--- src/rtl/clock_set_ctrl.sv ---
// clock_set_ctrl: keypad-driven HH:MM time-setting controller.
// Edge-detects keypad presses, runs IDLE/ENTRY/CONFIRM digit entry with
// per-position range checks, and stages a BCD time. A one-cycle load strobe
// hands the staged time to the timekeeping counters.
// Optional feature macro: KEY_TIMEOUT_EN (inactivity timeout back to IDLE).
module clock_set_ctrl #(
    parameter logic [23:0] TIMEOUT_CYCLES = 24'd10_000_000
) (
    input  logic       clk,
    input  logic       reset,
    input  logic [3:0] key_value,
    input  logic       key_flag,
    output logic       edit_mode,
    output logic [1:0] digit_pos,
    output logic [7:0] set_hh,
    output logic [7:0] set_mm,
    output logic       load,
    output logic       err
);

    localparam logic [1:0] ST_IDLE    = 2'd0;
    localparam logic [1:0] ST_ENTRY   = 2'd1;
    localparam logic [1:0] ST_CONFIRM = 2'd2;

    localparam logic [3:0] KEY_SET    = 4'd10;
    localparam logic [3:0] KEY_ENTER  = 4'd11;
    localparam logic [3:0] KEY_CANCEL = 4'd12;
    localparam logic [3:0] KEY_BACK   = 4'd13;

    // Range check of a digit for the position it would occupy.
    function automatic logic digit_ok(input logic [1:0] pos,
                                      input logic [3:0] d,
                                      input logic [3:0] h_tens);
        logic ok;
        case (pos)
            2'd0:    ok = (d <= 4'd2);
            2'd1:    ok = (h_tens == 4'd2) ? (d <= 4'd3) : (d <= 4'd9);
            2'd2:    ok = (d <= 4'd5);
            2'd3:    ok = (d <= 4'd9);
            default: ok = 1'b0;
        endcase
        return ok;
    endfunction

    logic       key_flag_d;
    logic       press_r;
    logic [3:0] key_r;
    logic [1:0] state;

    logic [1:0] state_n;
    logic [1:0] pos_n;
    logic [7:0] hh_n;
    logic [7:0] mm_n;
    logic       load_n;
    logic       err_n;
    logic       timeout_hit;
    logic       is_digit;

`ifdef KEY_TIMEOUT_EN
    logic [23:0] idle_cnt;

    // Inactivity counter: runs only while editing, cleared by any accepted press.
    always_ff @(posedge clk or posedge reset) begin
        if (reset) begin
            idle_cnt <= 24'd0;
        end else if (state == ST_IDLE || press_r || timeout_hit) begin
            idle_cnt <= 24'd0;
        end else begin
            idle_cnt <= idle_cnt + 24'd1;
        end
    end

    assign timeout_hit = (state != ST_IDLE) && (idle_cnt == TIMEOUT_CYCLES - 24'd1);
`else
    assign timeout_hit = 1'b0;
`endif

    assign is_digit = (key_r <= 4'd9);

    // Press detection: capture a rising key_flag and its key code for the FSM.
    always_ff @(posedge clk or posedge reset) begin
        if (reset) begin
            key_flag_d <= 1'b0;
            press_r    <= 1'b0;
            key_r      <= 4'd0;
        end else begin
            key_flag_d <= key_flag;
            press_r    <= key_flag & ~key_flag_d;
            key_r      <= key_value;
        end
    end

    // Next-state logic for the entry FSM, staging, and strobes.
    always_comb begin
        state_n = state;
        pos_n   = digit_pos;
        hh_n    = set_hh;
        mm_n    = set_mm;
        load_n  = 1'b0;
        err_n   = 1'b0;
        if (press_r) begin
            case (state)
                ST_IDLE: begin
                    if (key_r == KEY_SET) begin
                        state_n = ST_ENTRY;
                        pos_n   = 2'd0;
                        hh_n    = 8'h00;
                        mm_n    = 8'h00;
                    end else begin
                        state_n = ST_IDLE;
                    end
                end
                ST_ENTRY: begin
                    if (is_digit) begin
                        if (digit_ok(digit_pos, key_r, set_hh[7:4])) begin
                            case (digit_pos)
                                2'd0:    hh_n[7:4] = key_r;
                                2'd1:    hh_n[3:0] = key_r;
                                2'd2:    mm_n[7:4] = key_r;
                                default: mm_n[3:0] = key_r;
                            endcase
                            if (digit_pos == 2'd3) begin
                                state_n = ST_CONFIRM;
                            end else begin
                                pos_n = digit_pos + 2'd1;
                            end
                        end else begin
                            err_n = 1'b1;
                        end
                    end else if (key_r == KEY_BACK) begin
                        // Step back one position and blank the digit landed on.
                        case (digit_pos)
                            2'd1: begin pos_n = 2'd0; hh_n[7:4] = 4'd0; end
                            2'd2: begin pos_n = 2'd1; hh_n[3:0] = 4'd0; end
                            2'd3: begin pos_n = 2'd2; mm_n[7:4] = 4'd0; end
                            default: pos_n = digit_pos;
                        endcase
                    end else if (key_r == KEY_SET) begin
                        pos_n = 2'd0;
                        hh_n  = 8'h00;
                        mm_n  = 8'h00;
                    end else if (key_r == KEY_CANCEL) begin
                        state_n = ST_IDLE;
                    end else begin
                        state_n = ST_ENTRY;
                    end
                end
                ST_CONFIRM: begin
                    if (key_r == KEY_ENTER) begin
                        load_n  = 1'b1;
                        state_n = ST_IDLE;
                    end else if (key_r == KEY_BACK) begin
                        state_n   = ST_ENTRY;
                        pos_n     = 2'd3;
                        mm_n[3:0] = 4'd0;
                    end else if (key_r == KEY_CANCEL) begin
                        state_n = ST_IDLE;
                    end else if (key_r == KEY_SET) begin
                        state_n = ST_ENTRY;
                        pos_n   = 2'd0;
                        hh_n    = 8'h00;
                        mm_n    = 8'h00;
                    end else begin
                        state_n = ST_CONFIRM;
                    end
                end
                default: state_n = ST_IDLE;
            endcase
        end else if (timeout_hit) begin
            state_n = ST_IDLE;
        end else begin
            state_n = state;
        end
    end

    // Register FSM state and every output.
    always_ff @(posedge clk or posedge reset) begin
        if (reset) begin
            state     <= ST_IDLE;
            edit_mode <= 1'b0;
            digit_pos <= 2'd0;
            set_hh    <= 8'h00;
            set_mm    <= 8'h00;
            load      <= 1'b0;
            err       <= 1'b0;
        end else begin
            state     <= state_n;
            edit_mode <= (state_n != ST_IDLE);
            digit_pos <= pos_n;
            set_hh    <= hh_n;
            set_mm    <= mm_n;
            load      <= load_n;
            err       <= err_n;
        end
    end

endmodule
--- config.mk ---
export PLATFORM = sky130hd
export DESIGN_NAME = clock_set_ctrl
export DESIGN_NICKNAME = d
export VERILOG_FILES = /design/src/rtl/clock_set_ctrl.sv
export SDC_FILE = /design/constraint.sdc
export NUM_CORES = 1
export LEC_CHECK = 0
export ABC_AREA = 1
export CAP_MARGIN = 20
export CORE_MARGIN = 1.5
export CORE_UTILIZATION = 54
export CTS_CLUSTER_SIZE = 40
export DETAILED_ROUTE_END_ITERATION = 8
export HOLD_SLACK_MARGIN = 0.05
export PLACE_DENSITY = 0.84
export SETUP_SLACK_MARGIN = 0.5
export SLEW_MARGIN = 10
export SYNTH_ARGS = -nofsm -noshare
export SYNTH_HDL_FRONTEND = slang
export SYNTH_SLANG_ARGS = --single-unit
--- constraint.sdc ---
create_clock -name clk -period 2.5 [get_ports clk]
set_input_delay 0.375 -clock clk [delete_from_list [all_inputs] [get_ports clk]]
set_output_delay 0.375 -clock clk [all_outputs]
set_load 0.01 [all_outputs]
==> results of run 1 <==
## Yosys cell counts
| cell type | n | area share (%) |
|---|---|---|
| nand2_2 | 8 | 2.5 |
| buf_6 | 3 | 1.7 |
| nand2_4 | 1 | 0.57 |
| o211ai_2 | 1 | 0.63 |
| o211ai_1 | 3 | 1.1 |
| a21oi_2 | 1 | 0.44 |
| nand3_1 | 15 | 3.8 |
| clkbuf_1 | 2 | 0.38 |
| o21ai_1 | 4 | 1.0 |
| or2_1 | 1 | 0.32 |
| a21oi_1 | 10 | 2.5 |
| or2_2 | 1 | 0.32 |
| nor3_2 | 1 | 0.51 |
| nor2_4 | 2 | 1.1 |
| o22ai_1 | 1 | 0.32 |
| dfrtp_1 | 29 | 37 |
| o21ai_0 | 12 | 3.0 |
| nor2_2 | 3 | 0.95 |
| nand2_1 | 92 | 17 |
| o21bai_1 | 1 | 0.38 |
| buf_4 | 2 | 0.76 |
| nor2b_1 | 1 | 0.32 |
| nor3_1 | 1 | 0.25 |
| nand4_1 | 10 | 3.2 |
| ha_1 | 11 | 7.0 |
| inv_2 | 5 | 0.95 |
| inv_1 | 33 | 6.3 |
| nor2_1 | 23 | 4.4 |
| nand3_2 | 2 | 1.0 |
## worst min-delay path, delay by kind of cell
kind | cells | cell delay, ps
buffers and inverters | 3 | 780
## registers in the layout (all words and copies together) (netlist names)
register,flops
set_hh,8
load,1
state,2
err,1
key_flag_d,1
press_r,1
set_mm,8
edit_mode,1
digit_pos,2
key_r,4
## metal layers
metal,vias up,track usage (%)
li1,953,-
met5,-,0
met1,901,33.6
met3,11,4.46
met2,48,39.2
met4,0,11.4
## area by class of cell
| cell class | count | share of cell area [%] |
|---|---|---|
| Multi-Input combinational cell | 205 | 45.2 |
| Sequential cell | 29 | 30.1 |
| Timing Repair Buffer | 34 | 13.3 |
| Inverter | 38 | 6.10 |
| Clock buffer | 7 | 2.69 |
| Tap cell | 46 | 2.38 |
| Clock inverter | 1 | 0.207 |
## what timing repair did
item                                    CTS  global route
gates cloned                              0             0
endpoints found under the setup margin   14            19
resized for setup                         5            12
pin swaps                                 0             1
setup buffers                             0             5
## where the power goes
| group | leakage, nW | internal (W) | total (W) | switching, W |
|---|---|---|---|---|
| Combinational | 0.807 | 0.0000659 | 0.000162 | 0.0000956 |
| Clock | 0.0413 | 0.000163 | 0.000329 | 0.000166 |
| Sequential | 0.387 | 0.000483 | 0.000501 | 0.0000177 |
## cell families after synthesis
family	share of synthesized area (%)
flops	36.7
buf+inv	10.1
simple gates	36.7
compound gates	9.50
fa+ha+maj	6.97
## through the flow
step | utilization, % | cell area [sq um] | std cells | worst slack (ps) | power, W
2_1_floorplan | - | 1980 | 279 | 641 | 0.000605
3_3_place_gp | 66.2 | 2260 | 347 | 492 | 0.000650
3_5_place_dp | 66.2 | 2260 | 347 | 381 | 0.000653
4_1_cts | 68.6 | 2340 | 355 | 529 | 0.000984
5_1_grt | 70.9 | 2420 | 360 | 426 | 0.00105
6_report | 70.9 | 2420 | 360 | 593 | 0.000991
## worst min path at each step
| stage | start | endpoint | slack (ps) | depth (start not counted) |
|---|---|---|---|---|
| finish | reset | set_mm[0]$_DFFE_PP0P_ | 410 | 3 |
| global route | key_flag_d$_DFF_PP0_ | press_r$_DFF_PP0_ | 430 | 1 |
| CTS | key_flag_d$_DFF_PP0_ | press_r$_DFF_PP0_ | 410 | 1 |
| detailed placement | key_flag_d$_DFF_PP0_ | press_r$_DFF_PP0_ | 400 | 1 |
| global placement | key_flag_d$_DFF_PP0_ | press_r$_DFF_PP0_ | 380 | 1 |
| floorplan | key_flag_d$_DFF_PP0_ | press_r$_DFF_PP0_ | 380 | 1 |
==> impl_results.md, run 1 <==
- CP Depth: 10
- Residual DRC: 0
- Starting Density: 57.8%
- Mapped Cells: 279
- Warnings, synthesis: 0
- Final HPWL DP: around 3300 um
- R2R depth: 10
- Ant. Diodes: 0
- Clock Sinks: 29
- Crit path required time: 2730 ps
- Pins over their slew limit: 0
- CP Max Fanout: 7
- Largest net degree at the start of global routing: 30
- Uppermost routed layer: met4
- Worst vdd ir: 379 uV
- Cell at the slowest stage of the critical path: dfrtp_2
- CTS Buf Count: 5
- Worst setup SP type: register
- Min Tclk post-route: 1910 ps
- Clock Path Buffers: 2
- Worst Setup End Kind: register
- Number of hold violations in the final report: 0
- 1st-iter DRT viols: 117
- Core ar.: 3420 sq um
- # H-tree levels: 2
- Via Count: 1913
- Met1 wire length: 2050 um
- Leading cell type in the layout, fill and taps excluded: nand2_1
- Register area share after synthesis: 36.7%
- Reg2reg end: set_hh[3]$_DFFE_PP0P_
- HP Class: primary input to async pin
- Nets: 331
- Ports: 28
- Crit share post-route: approximately three quarters
- Die area: 4030 sq um
- Fillers: 280
- Met2 WL: 2280 um
- Worst setup startpoint: state[1]$_DFF_PP0_
- Number of I/O port buffers: 27
- First-pass GRT wire length: 7970 um
- RSZ-0062 raised after global routing: true
- Flop-to-flop setup slack: slightly below 600 ps
- Skew-Pair Late Insertion Delay: 330 ps
- Cell variety after synth: 29
- GRT Resource Usage Total: 25.0%
- Worst-path clk slew: ~100 ps
- Final WL: 4590 um
- CTS root buffer: clkbuf_4
- Row count: 21
- Pre-antenna DRT Iters: 5
- TritonCTS clock tree: yes
- #FFs+latches synth: 29
- Max Clock Skew: 11.7 ps
- CP cell instances: inv_1 -> ha_2 -> inv_1 -> nor2_4 -> inv_2 -> o21ai_0 -> nor2_2 -> nand3_2 -> nand2_1 -> nand2_1
- Share of cells above drive strength 1: 15.6%
- Max Fclk: about 520 MHz
- Crit path capture: set_hh[3]$_DFFE_PP0P_
- Die Y: 63.5 um
- Chip Width: 63.5 um
- CP bufs+invs: 3
- Setup Total Neg Slack: 0 ps
- Maxcap violations: 0
- Tightest Pin Transition: about 360 ps
- Vias/cell: 5.31
- Mapped cell area: roughly 2000 sq um
- # setup viols final: 0
- WHS: ~410 ps
- Grt total ovfl: 0
- Final ANT Viol Nets: 0
- Crit path largest cell delay: ~420 ps
- Vias in the first global route: between 1500 and 2000
- P_leak: roughly 1.2 nW
- Met3 routed WL: 195 um
- Commonest non-fill, non-tap cells in the layout: nand2_1 (91), inv_1 (32), clkdlybuf4s50_1 (27)
- Initial antenna violation count: 0
- CTS Hold Bufs: 0
- FF/Latch Area: 729 sq um
- Setup CP Type: register to register
- Mean Syn Cell Area: 7.08 sq um
- Run status: completed
- Avg WL per Cell: 12.8 um
- Area of the multi-input gates: 1090 sq um
- CP top delay family: simple AND/OR/NAND/NOR gates
- Placer's final routability congestion estimate: 0.912
- Area grow syn2layout: 22.5%
- RR Startpoint: state[1]$_DFF_PP0_
- Power per cell area: a little over 400 nW/um^2
- Max-slew headroom: between 70% and 80%
- Synth Net Count: 297
- Crit path DAT: 2130 ps
(Power assumes the default switching activity.)
==> run 2: changes to the inputs <==
- CORE_UTILIZATION: 54 -> 49
- PLACE_DENSITY: 0.84 -> 0.81
- clock period: 2.5 -> 1.7 ns (I/O delays scaled with it)
==> run 2 against run 1 <==
  * Worst hold slack got worse by 57 ps
  * Core utilization rose by 2.1 points
  * Flip-flop and latch count is the same
  * Via count rose by 11%
  * Final cell count grew 7.8%
  * First-iteration DRC count grew 45%
  * Count of clock-buffer cells in the layout did not move
  * Largest cell class unchanged
  * The run now ends with negative setup slack left
  * Clock power grew 78%
  * Register-to-register slack lost 680 ps
  * Critical endpoint is now set_mm[1]$_DFFE_PP0P_
  * Total power rose by 70%
==> impl_results.md, run 2 (synthesis results as in run 1) <==
- Worst Setup End Kind: register
- Fin cells: 388 (+7.8%)
- Run status: finished with violations
- Final WL: 5490 um (+20%)
- Avg WL per Cell: 14.1 um (+11%)
- Max Fclk: 559 MHz (+6.5%)
- TritonCTS clock tree: yes
- # H-tree levels: 2 (unchanged)
- Fillers: 279 (-0.36%)
- Grt total ovfl: 0 (unchanged)
- Biggest regs: set_hh: 8 flops, set_mm: 8 flops, key_r: 4 flops
- WHS: 348 ps (-57.5 ps)
- Die area: 4420 sq um (+9.7%)
- Pins over their slew limit: 0 (unchanged)
- 1st-iter DRT viols: 170 (+45%)
- Row count: 22 (+4.8%)
- Residual DRC: 0 (unchanged)
- Final ANT Viol Nets: 0 (unchanged)
- First-pass GRT wire length: 8970 um (+13%)
- GRT Resource Usage Total: 26.8% (+1.8 points)
- Area of the multi-input gates: 1190 sq um (+8.9%)
- Placer's final routability congestion estimate: 0.918 (+0.67%)
- Clock Path Buffers: 2 (unchanged)
- Area grow syn2layout: 39.3%
- CP Max Fanout: 8 (+1)
- # setup viols final: 18 (+18)
- Worst-path clk slew: 70 ps (-30 ps)
- Commonest non-fill, non-tap cells in the layout: nand2_1 (89), inv_1 (27), buf_4 (27)
- Tightest Pin Transition: 369 ps (+9.53 ps)
- Number of hold violations in the final report: 0 (unchanged)
- Crit share post-route: 105% (+29 points)
- Chip Width: 66.5 um (+4.7%)
- Post-place setup slack: -102 ps (-483 ps)
- Max Clock Skew: 9.21 ps (-2.45 ps)
- Final setup margin: -90.4 ps (-683 ps)
- Nets: 358 (+8.2%)
- Vias in the first global route: 1976 (+7.0%)
- Number of I/O port buffers: 27 (unchanged)
- Crit path DAT: 1970 ps (-160 ps)
- RSZ-0062 raised after global routing: true
- Crit path required time: 1880 ps (-850 ps)
- Final core occ: 73.0% (+2.1 points)
- Maxcap violations: 0 (unchanged)
- Worst setup SP type: register
- Ant. Diodes: 0 (unchanged)
- Skew-Pair Late Insertion Delay: 290 ps (-40 ps)
- Die Y: 66.5 um (+4.7%)
- Ports: 28 (unchanged)
- Leading cell type in the layout, fill and taps excluded: nand2_1
- Final HPWL DP: 3570 um (+9.3%)
- CTS root buffer: clkbuf_8
- Setup CP Type: register to register
- Post-Place Cells: 366 (+5.5%)
- Failing checks: negative setup slack
- R2R depth: 12 (+2)
- P_leak: 1.43 nW (+16%)
- Min Tclk post-route: 1790 ps (-117 ps)
- Initial antenna violation count: 0 (unchanged)
- Core ar.: 3770 sq um (+10%)
- Total power: 0.00169 W (+70%)
- Share of cells above drive strength 1: 29.4% (+14 points)
- Power per cell area: 613 nW/um^2 (+50%)
- CTS Buf Count: 5 (unchanged)
- Largest net degree at the start of global routing: 30 (unchanged)
- Via Count: 2118 (+11%)
- Vias/cell: 5.46 (+2.7%)
- HP Class: primary input to async pin
- Worst vdd ir: 495 uV (+31%)
- Max-slew headroom: 75.4% (-0.64 points)
- Starting Density: 52.4% (-5.4 points)
- FF/Latch Area: 731 sq um (+0.17%)
- CTS Hold Bufs: 0 (unchanged)
- Clock Sinks: 29 (unchanged)
- Pre-antenna DRT Iters: 4 (-1)
## run 2: worst max-delay path, stage by stage (launching register included)
cell,delay [ps]
dfrtp_2,420
inv_2,80
ha_4,160
or2_4,250
a21oi_4,120
nand2_2,90
nand2_2,100
nand2_4,60
nand2_4,110
buf_6,120
nor2_4,50
nand2_1,60
o21ai_1,60
## run 2: report_power, final
part / internal, W / switching, W / leakage (nW)
Combinational: 0.000169 / 0.000194 / 1.00
Clock: 0.000320 / 0.000266 / 0.0443
Sequential: 0.000712 / 0.0000272 / 0.386
Total: 0.00120 / 0.000487 / 1.43
## run 2: repair_timing
action / CTS / global route
setup buffers: 12 / 3
endpoints found under the setup margin: 43 / 36
pin swaps: 9 / 16
gates resized for setup: 70 / 35
gates cloned: 0 / 0
## run 2: per-stage QoR
stage / cell area [sq um] / setup TNS, ps
after global routing: 2750 / -2510
after global placement: 2420 / -0.332
after detailed placement: 2420 / -744
after CTS: 2660 / 0
final: 2750 / -700
after floorplan: 2000 / -93.5
## run 2: final timing paths
check | start | end | slack (ps)
setup reg to reg | digit_pos[1]$_DFFE_PP0P_ | set_mm[1]$_DFFE_PP0P_ | -90
max in group asynchronous | reset | digit_pos[0]$_DFFE_PP0P_ | 1060
hold reg to reg | key_flag_d$_DFF_PP0_ | press_r$_DFF_PP0_ | 400
min in group clk | key_flag_d$_DFF_PP0_ | press_r$_DFF_PP0_ | 400
hold / removal | reset | set_mm[1]$_DFFE_PP0P_ | 350
setup / recovery | digit_pos[1]$_DFFE_PP0P_ | set_mm[1]$_DFFE_PP0P_ | -90
## run 2: layout make-up
class | instances | share of cell area, %
tap | 48 | 2.18
inverter | 38 | 5.64
sequential | 29 | 26.5
multi-input combinational | 205 | 43.3
clock buffer | 7 | 3.14
timing repair buffer | 61 | 19.2
## run 2: routing by layer
| layer | track usage (%) | up-vias | share of wire, % |
|---|---|---|---|
| li1 | - | 1008 | - |
| met1 | 32.4 | 985 | 40 |
| met2 | 45.4 | 97 | 49 |
| met3 | 5.74 | 28 | 6.5 |
| met4 | 12.2 | 0 | 4.3 |
| met5 | 0 | - | 0 |
==> run 3: changes to the inputs <==
--- a/config.mk
+++ b/config.mk
@@ -13,2 +13,3 @@
 export DETAILED_ROUTE_END_ITERATION = 8
+export GPL_ROUTABILITY_DRIVEN = 0
 export HOLD_SLACK_MARGIN = 0.05
--- a/constraint.sdc
+++ b/constraint.sdc
@@ -3,2 +3,2 @@
 set_output_delay 0.255 -clock clk [all_outputs]
-set_load 0.01 [all_outputs]
+set_load 0.005 [all_outputs]
==> run 3 against run 2 <==
  * Flip-flop and latch count stayed put
  * The run still ends with negative setup slack left
  * Wire length is 3.5% lower
  * Clock power is 5.1% lower
  * Combinational power is 16% lower
==> impl_results.md, run 3 (synthesis results as in run 1) <==
- Core ar.: 3770 sq um (unchanged)
- Via Count: 2073 (-2.1%)
- Grt total ovfl: 0 (unchanged)
- R2R depth: 11 (-1)
- RR Startpoint: digit_pos[1]$_DFFE_PP0P_
- Final WL: 5300 um (-3.5%)
- Skew-Pair Late Insertion Delay: 290 ps (about the same)
- Flop-to-flop setup slack: -140 ps (-50 ps)
- Power per cell area: 576 nW/um^2 (-6.1%)
- Vias in the first global route: 1942 (-1.7%)
- Avg WL per Cell: 13.3 um (-5.7%)
- Min Tclk post-route: 1840 ps (+52.9 ps)
- Crit path DAT: 2020 ps (+50 ps)
- Chip Width: 66.5 um (unchanged)
- Area grow syn2layout: 40.4%
- Area of the multi-input gates: 1160 sq um (-2.2%)
- Reg2reg end: set_mm[2]$_DFFE_PP0P_
- CTS Buf Count: 5 (unchanged)
- Die Y: 66.5 um (unchanged)
- Share of cells above drive strength 1: 27.8% (-1.6 points)
- Crit path required time: 1880 ps (about the same)
- TritonCTS clock tree: yes
- Fin cells: 397 (+2.3%)
- Final core occ: 73.6% (+0.56 points)
- RSZ-0062 raised after global routing: true
- FF/Latch Area: 731 sq um (unchanged)
- Nets: 366 (+2.2%)
- Biggest regs: set_hh: 8 flops, set_mm: 8 flops, key_r: 4 flops
- GRT Resource Usage Total: 24.9% (-1.9 points)
- First-pass GRT wire length: 8310 um (-7.3%)
- Fillers: 300 (+7.5%)
- Worst Setup End Kind: register
- CTS root buffer: clkbuf_8
- Initial antenna violation count: 0 (unchanged)
- Final setup margin: -143 ps (-52.9 ps)
- Max-slew headroom: 75.7% (+0.23 points)
- Setup CP Type: register to register
- Pins over their slew limit: 0 (unchanged)
- Worst-path clk slew: 70 ps (about the same)
- HP Class: primary input to async pin
- Failing checks: negative setup slack
- Ports: 28 (unchanged)
- Ant. Diodes: 0 (unchanged)
- Residual DRC: 0 (unchanged)
- Max Clock Skew: 6.90 ps (-2.31 ps)
- Worst setup SP type: register
- Pre-antenna DRT Iters: 4 (unchanged)
- Run status: finished with violations
- Number of hold violations in the final report: 0 (unchanged)
- Number of I/O port buffers: 27 (unchanged)
- Die area: 4420 sq um (unchanged)
- Clock Path Buffers: 2 (unchanged)
- Worst vdd ir: 404 uV (-18%)
- 1st-iter DRT viols: 95 (-44%)
- Max Fclk: 543 MHz (-2.9%)
- Post-Place Cells: 370 (+1.1%)
- Crit share post-route: 108% (+3.1 points)
- Final HPWL DP: 3570 um (about the same)
- Maxcap violations: 0 (unchanged)
- Final ANT Viol Nets: 0 (unchanged)
- P_leak: 1.49 nW (+4.2%)
- Commonest non-fill, non-tap cells in the layout: nand2_1 (90), buf_4 (39), inv_1 (28)
- Starting Density: 52.4% (unchanged)
- Leading cell type in the layout, fill and taps excluded: nand2_1
- Tightest Pin Transition: 365 ps (-3.52 ps)
- Clock Sinks: 29 (unchanged)
- # setup viols final: 21 (+3)
- Vias/cell: 5.22 (-4.3%)
- # H-tree levels: 2 (unchanged)
- CP Max Fanout: 8 (unchanged)
- Largest net degree at the start of global routing: 30 (unchanged)
- Row count: 22 (unchanged)
==> run 3: cell count changes in the layout (fill, tap and decap cells not counted), sizes merged <==
| cell | before | now |
|---|---|---|
| dlygate4sd2 | 1 | 7 |
| clkdlybuf4s50 | 6 | 7 |
| buf | 37 | 43 |
| clkinv | 0 | 2 |
| clkbuf | 12 | 6 |
| dlymetal6s2s | 0 | 1 |
| clkdlybuf4s15 | 12 | 11 |
==> run 3: what timing repair did <==
action                                  4_1_cts  5_1_grt
hold buffers                                  0        0
resized for setup                            33       34
endpoints found under the setup margin       43       37
pin swaps                                     4        8
buffers inserted                             14        5
gates cloned                                  0        0
==> run 3: critical path: stages, from the launching register on <==
cell	delay, ps
dfrtp_2	450
ha_2	190
or2_1	230
a21oi_2	150
nand2_1	120
nand2_1	110
nand2_2	80
nand2_4	110
buf_6	110
nor2_4	50
nand2_1	70
o21ai_1	70
==> run 3: where the power goes <==
part	switching, W	total [W]	internal [W]	leakage, nW
Sequential	0.0000236	0.000735	0.000712	0.386
Combinational	0.000168	0.000306	0.000138	1.06
Clock	0.000274	0.000557	0.000283	0.0450
Total	0.000466	0.00160	0.00113	1.49
==> run 3: how the worst max path moves through the flow <==
stage	slack, ps	to	depth (start not counted)	startpoint
4_1_cts	-10	set_mm[2]$_DFFE_PP0P_	12	digit_pos[1]$_DFFE_PP0P_
3_3_place_gp	40	set_mm[6]$_DFFE_PP0P_	13	digit_pos[0]$_DFFE_PP0P_
2_1_floorplan	-3	digit_pos[1]$_DFFE_PP0P_	12	digit_pos[0]$_DFFE_PP0P_
6_report	-140	set_mm[2]$_DFFE_PP0P_	11	digit_pos[1]$_DFFE_PP0P_
5_1_grt	-170	set_mm[1]$_DFFE_PP0P_	11	digit_pos[1]$_DFFE_PP0P_
3_5_place_dp	-60	set_mm[5]$_DFFE_PP0P_	13	digit_pos[0]$_DFFE_PP0P_
==> run 3: final cells by class <==
type	instances	share of cell area (%)
sequential	29	26.3
tap	48	2.17
multi-input combinational	205	42.0
clock buffer	6	2.62
timing repair buffer	69	21.1
inverter	38	5.41
clock inverter	2	0.361
==> run 3: metal layers <==
layer	part of all wire (%)	global-route usage [%]	wire, um	vias up
met5	0	0	0	-
met4	3.9	11.2	208	0
met3	3.8	5.07	202	24
met2	50	42.3	2640	59
met1	42	30.2	2240	974
li1	-	-	-	1016
==> run 3: per-stage QoR <==
| stage | power [W] | worst slack (ps) | area, sq um | hold WS (ps) | setup TNS [ps] |
|---|---|---|---|---|---|
| after floorplan | 0.000887 | -3.11 | 2000 | 286 | -3.11 |
| after global placement | 0.000977 | 39.8 | 2440 | 380 | 0 |
| after detailed placement | 0.000984 | -58.1 | 2440 | 382 | -535 |
| after CTS | 0.00156 | -12.5 | 2640 | 351 | -16.6 |
| after global routing | 0.00167 | -172 | 2770 | 399 | -2770 |
| final | 0.00160 | -143 | 2770 | 341 | -1820 |
